<file path="src/rtl/cu_read_command_arbiter_pkg.sv">
// Shared types and helpers for the CU read command arbiter and its round-robin core.
// The command, response and buffer-status line formats are shared with the other CU engines.
package cu_read_command_arbiter_pkg;

  localparam int CU_ID_W = 8;
  localparam int ADDR_W  = 32;
  localparam int TAG_W   = 8;

  localparam int DATA_READ_CONTROL_ID = 8;

  localparam int READ_ARB_NUM_REQUESTERS  = 4;
  localparam int READ_ARB_MAX_OUTSTANDING = 16;

  // Widest requester set the round-robin helper supports.
  localparam int RR_MAX_REQUESTERS = 8;
  localparam int RR_INDEX_W        = 3;

  typedef struct packed {
    logic [CU_ID_W-1:0] cu_id;
    logic [ADDR_W-1:0]  address;
    logic [TAG_W-1:0]   tag;
  } CommandPayload;

  typedef struct packed {
    logic          valid;
    CommandPayload cmd;
  } CommandBufferLine;

  typedef struct packed {
    logic          valid;
    CommandPayload cmd;
  } ResponseBufferLine;

  typedef struct packed {
    logic empty;
    logic full;
    logic alfull;
  } BufferStatus;

  // First set request at or after pointer, wrapping at num; returns pointer when none is set.
  function automatic logic [RR_INDEX_W-1:0] rr_next_index(
    input logic [RR_MAX_REQUESTERS-1:0] request,
    input logic [RR_INDEX_W-1:0]        pointer,
    input int                           num
  );
    logic [RR_INDEX_W-1:0] result;
    logic                  found;
    int                    idx;
    result = pointer;
    found  = 1'b0;
    idx    = 0;
    for (int k = 0; k < RR_MAX_REQUESTERS; k++) begin
      if (k < num) begin
        idx = int'(pointer) + k;
        if (idx >= num) idx = idx - num;
        if (!found && request[idx[RR_INDEX_W-1:0]]) begin
          found  = 1'b1;
          result = idx[RR_INDEX_W-1:0];
        end
      end
    end
    return result;
  endfunction

endpackage

</file>
<file path="src/rtl/cu_read_command_arbiter_if.sv">
// Handshake bundle between the read engines, the arbiter and the downstream command buffer.
interface cu_read_command_arbiter_if
  import cu_read_command_arbiter_pkg::*;
#(
  parameter int NUM_REQUESTERS = READ_ARB_NUM_REQUESTERS
);

  CommandBufferLine [NUM_REQUESTERS-1:0] command_in;
  logic [NUM_REQUESTERS-1:0]             command_ready_out;
  BufferStatus                           read_command_buffer_status;
  ResponseBufferLine                     read_response_in;
  CommandBufferLine                      command_out;

  modport master (
    output command_in,
    output read_command_buffer_status,
    output read_response_in,
    input  command_ready_out,
    input  command_out
  );

  modport slave (
    input  command_in,
    input  read_command_buffer_status,
    input  read_response_in,
    output command_ready_out,
    output command_out
  );

endinterface

</file>
<file path="src/rtl/cu_read_command_arbiter_arb.sv">
// Generic round-robin picker: one-hot grant of the first request at or after pointer.
// Kept free of command types so the write path can reuse it.
module cu_round_robin_arbiter
  import cu_read_command_arbiter_pkg::*;
#(
  parameter int NUM_REQUESTERS = 4
) (
  input  logic [NUM_REQUESTERS-1:0]         request,
  input  logic [$clog2(NUM_REQUESTERS)-1:0] pointer,
  output logic [NUM_REQUESTERS-1:0]         grant,
  output logic [$clog2(NUM_REQUESTERS)-1:0] grant_index,
  output logic                              any_grant
);

  localparam int IDX_W = $clog2(NUM_REQUESTERS);

  logic [RR_MAX_REQUESTERS-1:0] request_wide;
  logic [RR_INDEX_W-1:0]        next_index;

  always_comb begin
    request_wide                      = '0;
    request_wide[NUM_REQUESTERS-1:0]  = request;
    next_index  = rr_next_index(request_wide, RR_INDEX_W'(pointer), NUM_REQUESTERS);
    any_grant   = |request;
    grant_index = IDX_W'(next_index);
    grant       = '0;
    if (any_grant) grant[grant_index] = 1'b1;
  end

endmodule

</file>
<file path="src/rtl/cu_read_command_arbiter.sv">
// Round-robin sharing of the read command buffer among the CU read engines, with a
// per-engine outstanding-read limit released by read responses.
module cu_read_command_arbiter
  import cu_read_command_arbiter_pkg::*;
#(
  parameter int NUM_REQUESTERS  = READ_ARB_NUM_REQUESTERS,
  parameter int MAX_OUTSTANDING = READ_ARB_MAX_OUTSTANDING,
  parameter int CU_ID_BASE      = DATA_READ_CONTROL_ID,
  localparam int TOTAL_W        = $clog2(NUM_REQUESTERS * MAX_OUTSTANDING + 1)
) (
  input  logic                        clock,
  input  logic                        rst,
  input  logic                        enabled_in,
  cu_read_command_arbiter_if.slave    bus,
  output logic [TOTAL_W-1:0]          outstanding_total_out,
  output logic                        idle_out,
  output logic                        response_error_out
);

  localparam int IDX_W = $clog2(NUM_REQUESTERS);
  localparam int CNT_W = $clog2(MAX_OUTSTANDING + 1);

  localparam logic [CNT_W-1:0]   CNT_MAX  = CNT_W'(MAX_OUTSTANDING);
  localparam logic [CU_ID_W-1:0] ID_BASE  = CU_ID_W'(CU_ID_BASE);
  localparam logic [CU_ID_W-1:0] ID_COUNT = CU_ID_W'(NUM_REQUESTERS);
  localparam logic [IDX_W-1:0]   IDX_LAST = IDX_W'(NUM_REQUESTERS - 1);

  logic                      enabled;
  logic [IDX_W-1:0]          rr_pointer;
  logic [CNT_W-1:0]          counter [NUM_REQUESTERS];
  CommandBufferLine          command_q;
  CommandBufferLine          command_next;

  logic [NUM_REQUESTERS-1:0] request;
  logic [NUM_REQUESTERS-1:0] grant;
  logic [IDX_W-1:0]          grant_index;
  logic [IDX_W-1:0]          next_pointer;
  logic                      any_grant;

  logic [CU_ID_W-1:0]        resp_offset;
  logic                      resp_in_range;
  logic [IDX_W-1:0]          resp_index;
  logic [NUM_REQUESTERS-1:0] resp_hit;
  logic                      resp_error;

  logic [TOTAL_W-1:0]        counter_sum;
  logic                      counters_zero;
  logic                      unused_status_bits;

  assign unused_status_bits = ^{bus.read_command_buffer_status.empty,
                                bus.read_command_buffer_status.full,
                                bus.read_response_in.cmd.address,
                                bus.read_response_in.cmd.tag};

  // alfull is sampled in the grant cycle, so downstream reserves one slot for command_q.
  always_comb begin
    for (int i = 0; i < NUM_REQUESTERS; i++) begin
      request[i] = bus.command_in[i].valid && (counter[i] < CNT_MAX) && enabled &&
                   !bus.read_command_buffer_status.alfull;
    end
  end

  cu_round_robin_arbiter #(
    .NUM_REQUESTERS (NUM_REQUESTERS)
  ) u_rr (
    .request     (request),
    .pointer     (rr_pointer),
    .grant       (grant),
    .grant_index (grant_index),
    .any_grant   (any_grant)
  );

  assign bus.command_ready_out = grant;
  assign bus.command_out       = command_q;

  always_comb begin
    next_pointer = (grant_index == IDX_LAST) ? '0 : grant_index + 1'b1;
    command_next = '0;
    if (any_grant) begin
      command_next       = bus.command_in[grant_index];
      command_next.valid = 1'b1;
    end
  end

  // Responses for an unknown cu_id or an idle requester are flagged and otherwise ignored.
  always_comb begin
    resp_offset   = bus.read_response_in.cmd.cu_id - ID_BASE;
    resp_in_range = (bus.read_response_in.cmd.cu_id >= ID_BASE) && (resp_offset < ID_COUNT);
    resp_index    = resp_offset[IDX_W-1:0];
    resp_hit      = '0;
    resp_error    = 1'b0;
    if (bus.read_response_in.valid) begin
      if (resp_in_range && (counter[resp_index] != '0)) begin
        resp_hit[resp_index] = 1'b1;
      end else begin
        resp_error = 1'b1;
      end
    end
  end

  always_comb begin
    counter_sum   = '0;
    counters_zero = 1'b1;
    for (int i = 0; i < NUM_REQUESTERS; i++) begin
      counter_sum = counter_sum + TOTAL_W'(counter[i]);
      if (counter[i] != '0) counters_zero = 1'b0;
    end
  end

  always_ff @(posedge clock) begin
    if (rst) begin
      enabled    <= 1'b0;
      rr_pointer <= '0;
      command_q  <= '0;
      for (int i = 0; i < NUM_REQUESTERS; i++) counter[i] <= '0;
    end else begin
      enabled   <= enabled_in;
      command_q <= command_next;
      if (any_grant) rr_pointer <= next_pointer;
      // A grant and a response to the same requester cancel out.
      for (int i = 0; i < NUM_REQUESTERS; i++) begin
        case ({grant[i], resp_hit[i]})
          2'b10:   counter[i] <= counter[i] + 1'b1;
          2'b01:   counter[i] <= counter[i] - 1'b1;
          default: counter[i] <= counter[i];
        endcase
      end
    end
  end

  always_ff @(posedge clock) begin
    if (rst) begin
      outstanding_total_out <= '0;
      idle_out              <= 1'b1;
      response_error_out    <= 1'b0;
    end else begin
      outstanding_total_out <= counter_sum;
      idle_out              <= counters_zero && !command_q.valid;
      if (resp_error) response_error_out <= 1'b1;
    end
  end

endmodule

</file>
<file path="src/flat_wrapper.sv">
// flat-port wrapper written by rule: the top's interface ports become plain ports
module cu_read_command_arbiter_flat import cu_read_command_arbiter_pkg::*;
#(
  parameter int NUM_REQUESTERS  = READ_ARB_NUM_REQUESTERS,
  parameter int MAX_OUTSTANDING = READ_ARB_MAX_OUTSTANDING,
  parameter int CU_ID_BASE      = DATA_READ_CONTROL_ID,
  localparam int TOTAL_W        = $clog2(NUM_REQUESTERS * MAX_OUTSTANDING + 1)
)
  (clock, rst, enabled_in, outstanding_total_out, idle_out, response_error_out, bus_command_in, bus_read_command_buffer_status, bus_read_response_in, bus_command_ready_out, bus_command_out);
  cu_read_command_arbiter_if #(.NUM_REQUESTERS(NUM_REQUESTERS)) bus_i ();
  input  logic clock;
  input  logic rst;
  input  logic enabled_in;
  output logic [TOTAL_W-1:0] outstanding_total_out;
  output logic idle_out;
  output logic response_error_out;
  input wire logic [$bits(bus_i.command_in)-1:0] bus_command_in;
  input wire logic [$bits(bus_i.read_command_buffer_status)-1:0] bus_read_command_buffer_status;
  input wire logic [$bits(bus_i.read_response_in)-1:0] bus_read_response_in;
  output wire logic [$bits(bus_i.command_ready_out)-1:0] bus_command_ready_out;
  output wire logic [$bits(bus_i.command_out)-1:0] bus_command_out;
  assign bus_i.command_in = bus_command_in;
  assign bus_i.read_command_buffer_status = bus_read_command_buffer_status;
  assign bus_i.read_response_in = bus_read_response_in;
  assign bus_command_ready_out = bus_i.command_ready_out;
  assign bus_command_out = bus_i.command_out;
  cu_read_command_arbiter #(.NUM_REQUESTERS(NUM_REQUESTERS), .MAX_OUTSTANDING(MAX_OUTSTANDING), .CU_ID_BASE(CU_ID_BASE)) u_core (.clock(clock), .rst(rst), .enabled_in(enabled_in), .bus(bus_i), .outstanding_total_out(outstanding_total_out), .idle_out(idle_out), .response_error_out(response_error_out));
endmodule
</file>
<file path="config.mk">
export PLATFORM = sky130hd
export DESIGN_NAME = cu_read_command_arbiter_flat
export DESIGN_NICKNAME = d
export VERILOG_FILES = /design/src/rtl/cu_read_command_arbiter_pkg.sv /design/src/rtl/cu_read_command_arbiter_if.sv /design/src/rtl/cu_read_command_arbiter_arb.sv /design/src/rtl/cu_read_command_arbiter.sv /design/src/flat_wrapper.sv
export SDC_FILE = /design/constraint.sdc
export NUM_CORES = 1
export LEC_CHECK = 0
export BUFFER_PORTS_ARGS = -buffer_cell sky130_fd_sc_hd__buf_2
export CORE_AREA = 2 2 121 123
export CTS_CLUSTER_SIZE = 40
export DETAILED_ROUTE_END_ITERATION = 8
export DIE_AREA = 0 0 123 125
export PLACE_DENSITY = 0.76
export SLEW_MARGIN = 0
export SYNTH_ARGS = -nofsm -noshare
export SYNTH_HDL_FRONTEND = slang
export SYNTH_SLANG_ARGS = --single-unit
</file>
<file path="constraint.sdc">
create_clock -name clock -period 10.5 [get_ports clock]
set_input_delay 2.1 -clock clock [delete_from_list [all_inputs] [get_ports clock]]
set_output_delay 2.1 -clock clock [all_outputs]
set_load 0.01 [all_outputs]
</file>
After elaboration in Yosys (flattened, before gate mapping)
Memory sizes are Yosys's and may differ from the RTL's.
Index checks and enable logic that the tools add are counted.

word-level totals
  RAM bits = 20
  word-level logic and storage cells = 192
  memories kept = 1
  input bits = 251
  bits in read-only memories = 0
  output and inout bits = 62
  bits in latches = 0
  flip-flop bits (word level) = 61

memory list
  name            words  bits a word  rd ports  clocked after Yosys merged registers in  write ports  line                           source
  u_core.counter  4      5            5         0                                        4            cu_read_command_arbiter.sv:30  logic [CNT_W-1:0] counter [NUM_REQUESTERS];

cells by class
  bitwise gates (word level) = 13
  magnitude comparators = 18
  muxes and demuxes = 86
  reductions and logical operators = 36
  multipliers = 0
  shift-type cells = 0
  divide/modulo/power cells = 0
  equal/unequal tests = 9
  add/sub/neg operators = 20

operators by type and width
  kind                                                  count
  binary-select mux 49 bit (select 2 bit)               1
  two-way mux 5 bit                                     12
  two-way mux 1 bit                                     53
  two-way mux 49 bit                                    1
  two-way mux 48 bit                                    1
  nonzero test 5 bit                                    5
  adder 5 x 1 -> 5 bit (second input constant)          4
  logical AND 1 bit                                     20
  < comparator 5 bit (second input constant)            4
  subtractor 5 x 1 -> 5 bit (second input constant)     4
  < comparator 3 x 4 -> 1 bit (second input constant)   4
  adder 7 x 5 -> 7 bit                                  2
  binary-select mux 1 bit (select 3 bit)                4
  two-way mux 3 bit                                     4
  two-way mux 4 bit                                     3
  OR 1 bit                                              12
  equality test 2 bit (second input constant)           5
  two-way mux 2 bit                                     5
  OR reduction 2 bit                                    5
  >= comparator 3 bit (second input constant)           3
  subtractor 3 bit (second input constant)              3
  equality test 2 x 1 -> 1 bit (second input constant)  4
  >= comparator 8 x 4 -> 1 bit (second input constant)  1
  < comparator 8 x 3 -> 1 bit (second input constant)   1
  other kinds (13)                                      21

Depth between registers and ports, before layout
An unclocked memory read counts as a cell.

  depth after elaboration = 29
  gate-level depth with buffers = 21
  gate-level depth less buffers = 18

Modules after synthesis
Synthesis repeated with hierarchy kept, for this count alone.

second synthesis, totals
  cells, all modules = 437
  area, all modules = 5102.4 µm²

modules (own cells, without submodules)
  module                   instances  area each (µm²)  cells an instance  sequential area each (µm²)
  cu_read_command_arbiter  1          4889.7           404                1821.7
  cu_round_robin_arbiter   1          212.7            33                 0.0

Worst setup path before layout
OpenSTA, ideal clock, no wires.

  path kind = input to output
  start = input bus_read_command_buffer_status[0]
  end = output bus_command_ready_out[2]
  data arrival time = 3.931 ns
  path slack = 4.469 ns
  stages = 12
  data required time = 8.400 ns
  cells stage by stage = nand4bb_1 -> mux4_2 -> nand4_1 -> o31ai_1 -> a21o_1 -> buf_6 -> buf_6 -> buf_6 -> inv_2 -> ha_1 -> nand2_1 -> inv_1

on the way
  cells in the longest elaborated chain, start to end = 19

ends and longest elaborated chain
  item                                                                                               line                               source
  from (decl)                                                                                        flat_wrapper.sv:18                 input wire logic [$bits(bus_i.read_command_buffer_status)-1:0] bus_read_command_buffer_status;
  logical NOT 1 bit *                                                                                cu_read_command_arbiter.sv:59      !bus.read_command_buffer_status.alfull;
  logical AND 1 bit                                                                                  cu_read_command_arbiter.sv:58      request[i] = bus.command_in[i].valid && (counter[i] < CNT_MAX) && enabled &&
  binary-select mux 1 bit (select 3 bit)                                                             cu_read_command_arbiter_pkg.sv:56  if (!found && request[idx[RR_INDEX_W-1:0]]) begin
  two-way mux 1 bit (not written as such)                                                            cu_read_command_arbiter_pkg.sv:56
  two-way mux 1 bit                                                                                  cu_read_command_arbiter_pkg.sv:56
  logical NOT 1 bit                                                                                  cu_read_command_arbiter_pkg.sv:56
  logical AND 1 bit                                                                                  cu_read_command_arbiter_pkg.sv:56
  two-way mux 1 bit                                                                                  cu_read_command_arbiter_pkg.sv:56
  (+3 left out)                                                                                      --
  logical NOT 1 bit                                                                                  cu_read_command_arbiter_pkg.sv:56
  logical AND 1 bit                                                                                  cu_read_command_arbiter_pkg.sv:56
  two-way mux 2 bit                                                                                  cu_read_command_arbiter_pkg.sv:56
  < comparator 2 x 3 -> 1 bit (not written as such) or >= comparator 2 x 1 -> 1 bit (tied branches)  cu_read_command_arbiter_arb.sv:27  if (any_grant) grant[grant_index] = 1'b1;
  logical AND 1 bit (not written as such)                                                            cu_read_command_arbiter_arb.sv:27
  two-way mux 1 bit (not written as such)                                                            cu_read_command_arbiter_arb.sv:27
  demux 1 bit (select 2 bit)                                                                         cu_read_command_arbiter_arb.sv:27
  two-way mux 4 bit *                                                                                cu_read_command_arbiter_arb.sv:27
  to (decl)                                                                                          flat_wrapper.sv:20                 output wire logic [$bits(bus_i.command_ready_out)-1:0] bus_command_ready_out;

Every way passes the cells marked *; elsewhere a longest branch is shown, timed or not. The select of a mux whose other input is x is not followed.

Worst setup path after layout
  start = input bus_read_command_buffer_status[0]
  end = output bus_command_ready_out[1]

Same word-level chain as after synthesis.

==> results.cfg <==
[logic_synthesis]
synthTopCellsByArea = dfxtp_1, mux2i_1, edfxtp_1, ha_1, o22ai_1
synth-edff-count = 20
syn_nets = 826
netlist_area_mm2 = 0.005278
postSynthAreaPerCell_um2 = 9.976
synth_most_common_cell = mux2i_1
synth_common_cells = mux2i_1, dfxtp_1, o22ai_1
synth_cells = 529
synthFlopType = dfxtp_1
ys_async_sr_fraction = 0
yosysUniqueCellTypes = 47
ys_seq_elements = 81
yosysWarnings = 0
synth_top_area_cell = dfxtp_1
netlist.area_leader.share = 0.2314
ys_seq_area_frac = 0.3452

[hold_path]
min_path_cells = 2
hp-class = register to register

[drt]
via_per_inst = 5.065
drc_errors = 0
wl_per_cell_um = 17.57
routed_wl_um = 17130
vias = 4938
antenna_left = 0
drt_iter0_drc = 255
drt_pass1_iterations = 5

[placed_design]
port_buffers = 270
gp_congestion = 0.9231
post-dp-hpwl_um = 14000

[critical_path]
r2r_cells = 16
crit_slowest_cell = a21o_4
crit_top_cell = buf_2
path_cells = buf_2 > and4bb_1 > mux4_2 > nand4_1 > o31ai_1 > a21o_4 > ha_1 > nand2_1 > inv_1 > buf_2
crit_path_start_kind = input port
worstPathArrival_ps = 4530
crit_path_max_fanout = 50
worst_path_largest_cell_delay_ps = 630
crit_required_ps = 8400
path_class = input port to primary output
worstSetupEndpointType = primary output

[grt]
antenna_found_initial = 4
track_usage = 0.2187
grt_max_degree = 51
grt-ovfl-total = 0
grt_pass1_wl_um = 25070
grt_pass1_vias = 4592

[sta]
fmax_ghz = 0.1509
final-setup-viol-count = 0
hold_ws_ps = 446.0
hold_viol = 0
post-route-min-period_ps = 6629
tns_ps = 0
min_period_over_period = 0.6313
slew_violations = 0
slew_headroom = 0.3308
rsz0062_at_grt = false
skew_ps = 9.377
tightestPinTransition_ps = 1000

[run]
cap_violations = 0

[power]
power_density_mw_per_mm2 = 132.1
leakage_nw = 4.050
ir_drop_mv = 0.07978
p_total_w = 0.0009269

[die]
die-width_um = 123
row_count = 44
start_util = 0.3716
die_h_um = 125
dieArea_mm2 = 0.01538
io_pins = 313
coreArea_mm2 = 0.01420

[layout]
area_growth_pct = 32.93
fillers = 1400
area.sequential_mm2 = 0.001822
fin_nets = 1082
drive_above_1_share = 0.3797
final_util = 0.4939
multi_input_area_mm2 = 0.003152

[status]
outcome = finished clean

[cts]
clkSinkCount = 81
clock_latency_ps = 340
clockRootBuffer = clkbuf_16
cts_tree = done
clk_path_buf_depth = 2
htreeDepth = 3
clk_pin_slew_ps = 70
cts_made_buffers = 9
cts_hold_buf = 0
post_cts_resized = 0
post_cts_buffers = 0
-- critical path: cells and delay by family --
kind	cells	cell delay, ps
buffers and inverters	3	410
muxes	1	280
adders and majority gates	1	270
and+or+nand+nor	3	540
AOI/OAI and AO/OA	2	910
-- metal layers --
layer,wire length (µm),GRT usage
met5,33,0
met4,130,0.04612
met3,1226,0.06797
met2,8532,0.3620
met1,7211,0.2795
-- kinds of logic after synthesis --
| family | count (synthesis) | share of synthesized area |
|---|---|---|
| and+or+nand+nor | 112 | 0.1169 |
| AOI/OAI and AO/OA | 104 | 0.1283 |
| muxes | 98 | 0.1906 |
| DFF | 81 | 0.3452 |
| buffers and inverters | 67 | 0.05950 |
| adders and majority gates | 46 | 0.1233 |
| xor gates and xnor gates | 21 | 0.03627 |
-- path summary, 6_finish.rpt --
path | startpoint | to | slack (ps)
worst max register to register | u_core.rr_pointer[0]$_SDFFE_PP0N_ | u_core.counter[0][4]$_SDFFCE_PN0P_ | 5840
worst min-delay path | u_core.response_error_out$_SDFFE_PP0P_ | u_core.response_error_out$_SDFFE_PP0P_ | 450
worst max-delay path | bus_read_command_buffer_status[0] | bus_command_ready_out[1] | 3870
worst min register to register | u_core.response_error_out$_SDFFE_PP0P_ | u_core.response_error_out$_SDFFE_PP0P_ | 450
-- power by group --
| group | internal (W) | switching (W) | total (W) | leakage (nW) |
|---|---|---|---|---|
| Combinational | 0.000122 | 0.000125 | 0.000247 | 3.21 |
| Clock | 0.000185 | 0.000135 | 0.000320 | 0.139 |
| Sequential | 0.000345 | 0.0000147 | 0.000360 | 0.701 |
-- layout by cell type (no fill, tap or decap), types with 3 or more instances in the layout --
master | Yosys | final
nand2_1 | 16 | 15
o22ai_1 | 50 | 50
nand4bb_1 | 4 | 4
nand3_1 | 8 | 8
buf_2 | 11 | 270
nor3_1 | 12 | 12
xnor2_1 | 11 | 11
nand4_1 | 4 | 4
or2_2 | 4 | 4
inv_1 | 40 | 40
a221oi_1 | 4 | 4
a21o_1 | 11 | 10
nor2b_1 | 12 | 12
a21oi_1 | 18 | 18
ha_1 | 36 | 36
mux2i_1 | 96 | 96
clkbuf_16 | 0 | 9
o21bai_1 | 4 | 4
fa_1 | 10 | 10
nand2b_1 | 5 | 5
edfxtp_1 | 20 | 20
nor2_1 | 30 | 30
dfxtp_1 | 61 | 61
o21ai_0 | 4 | 4
xor2_1 | 9 | 9
a22oi_1 | 4 | 4
and2_1 | 3 | 3
-- state kept, by name, indices dropped and copies added, names as in the netlist --
name                          count
u_core.counter                   20
u_core.rr_pointer                 2
u_core.idle_out                   1
u_core.response_error_out         1
u_core.bus.command_out           49
u_core.outstanding_total_out      7
u_core.enabled                    1
-- final cells by class --
class                      instances  area share
antenna                            1   0.0003567
multi-input combinational        381      0.4493
clock buffer                      10     0.03264
clock inverter                     6    0.009631
tap                              184     0.03282
sequential                        81      0.2597
inverter                          41     0.02194
timing repair buffer             271      0.1937
-- per-stage QoR --
stage | std cells | area, µm² | worst slack, ps
floorplan | 529 | 5278 | 4469
global route | 974 | 7013 | 3644
detailed placement | 958 | 6716 | 3875
finish | 975 | 7015 | 3871
CTS | 974 | 7013 | 3856
global placement | 958 | 6716 | 3892
Power figures use the tool's default switching activity.
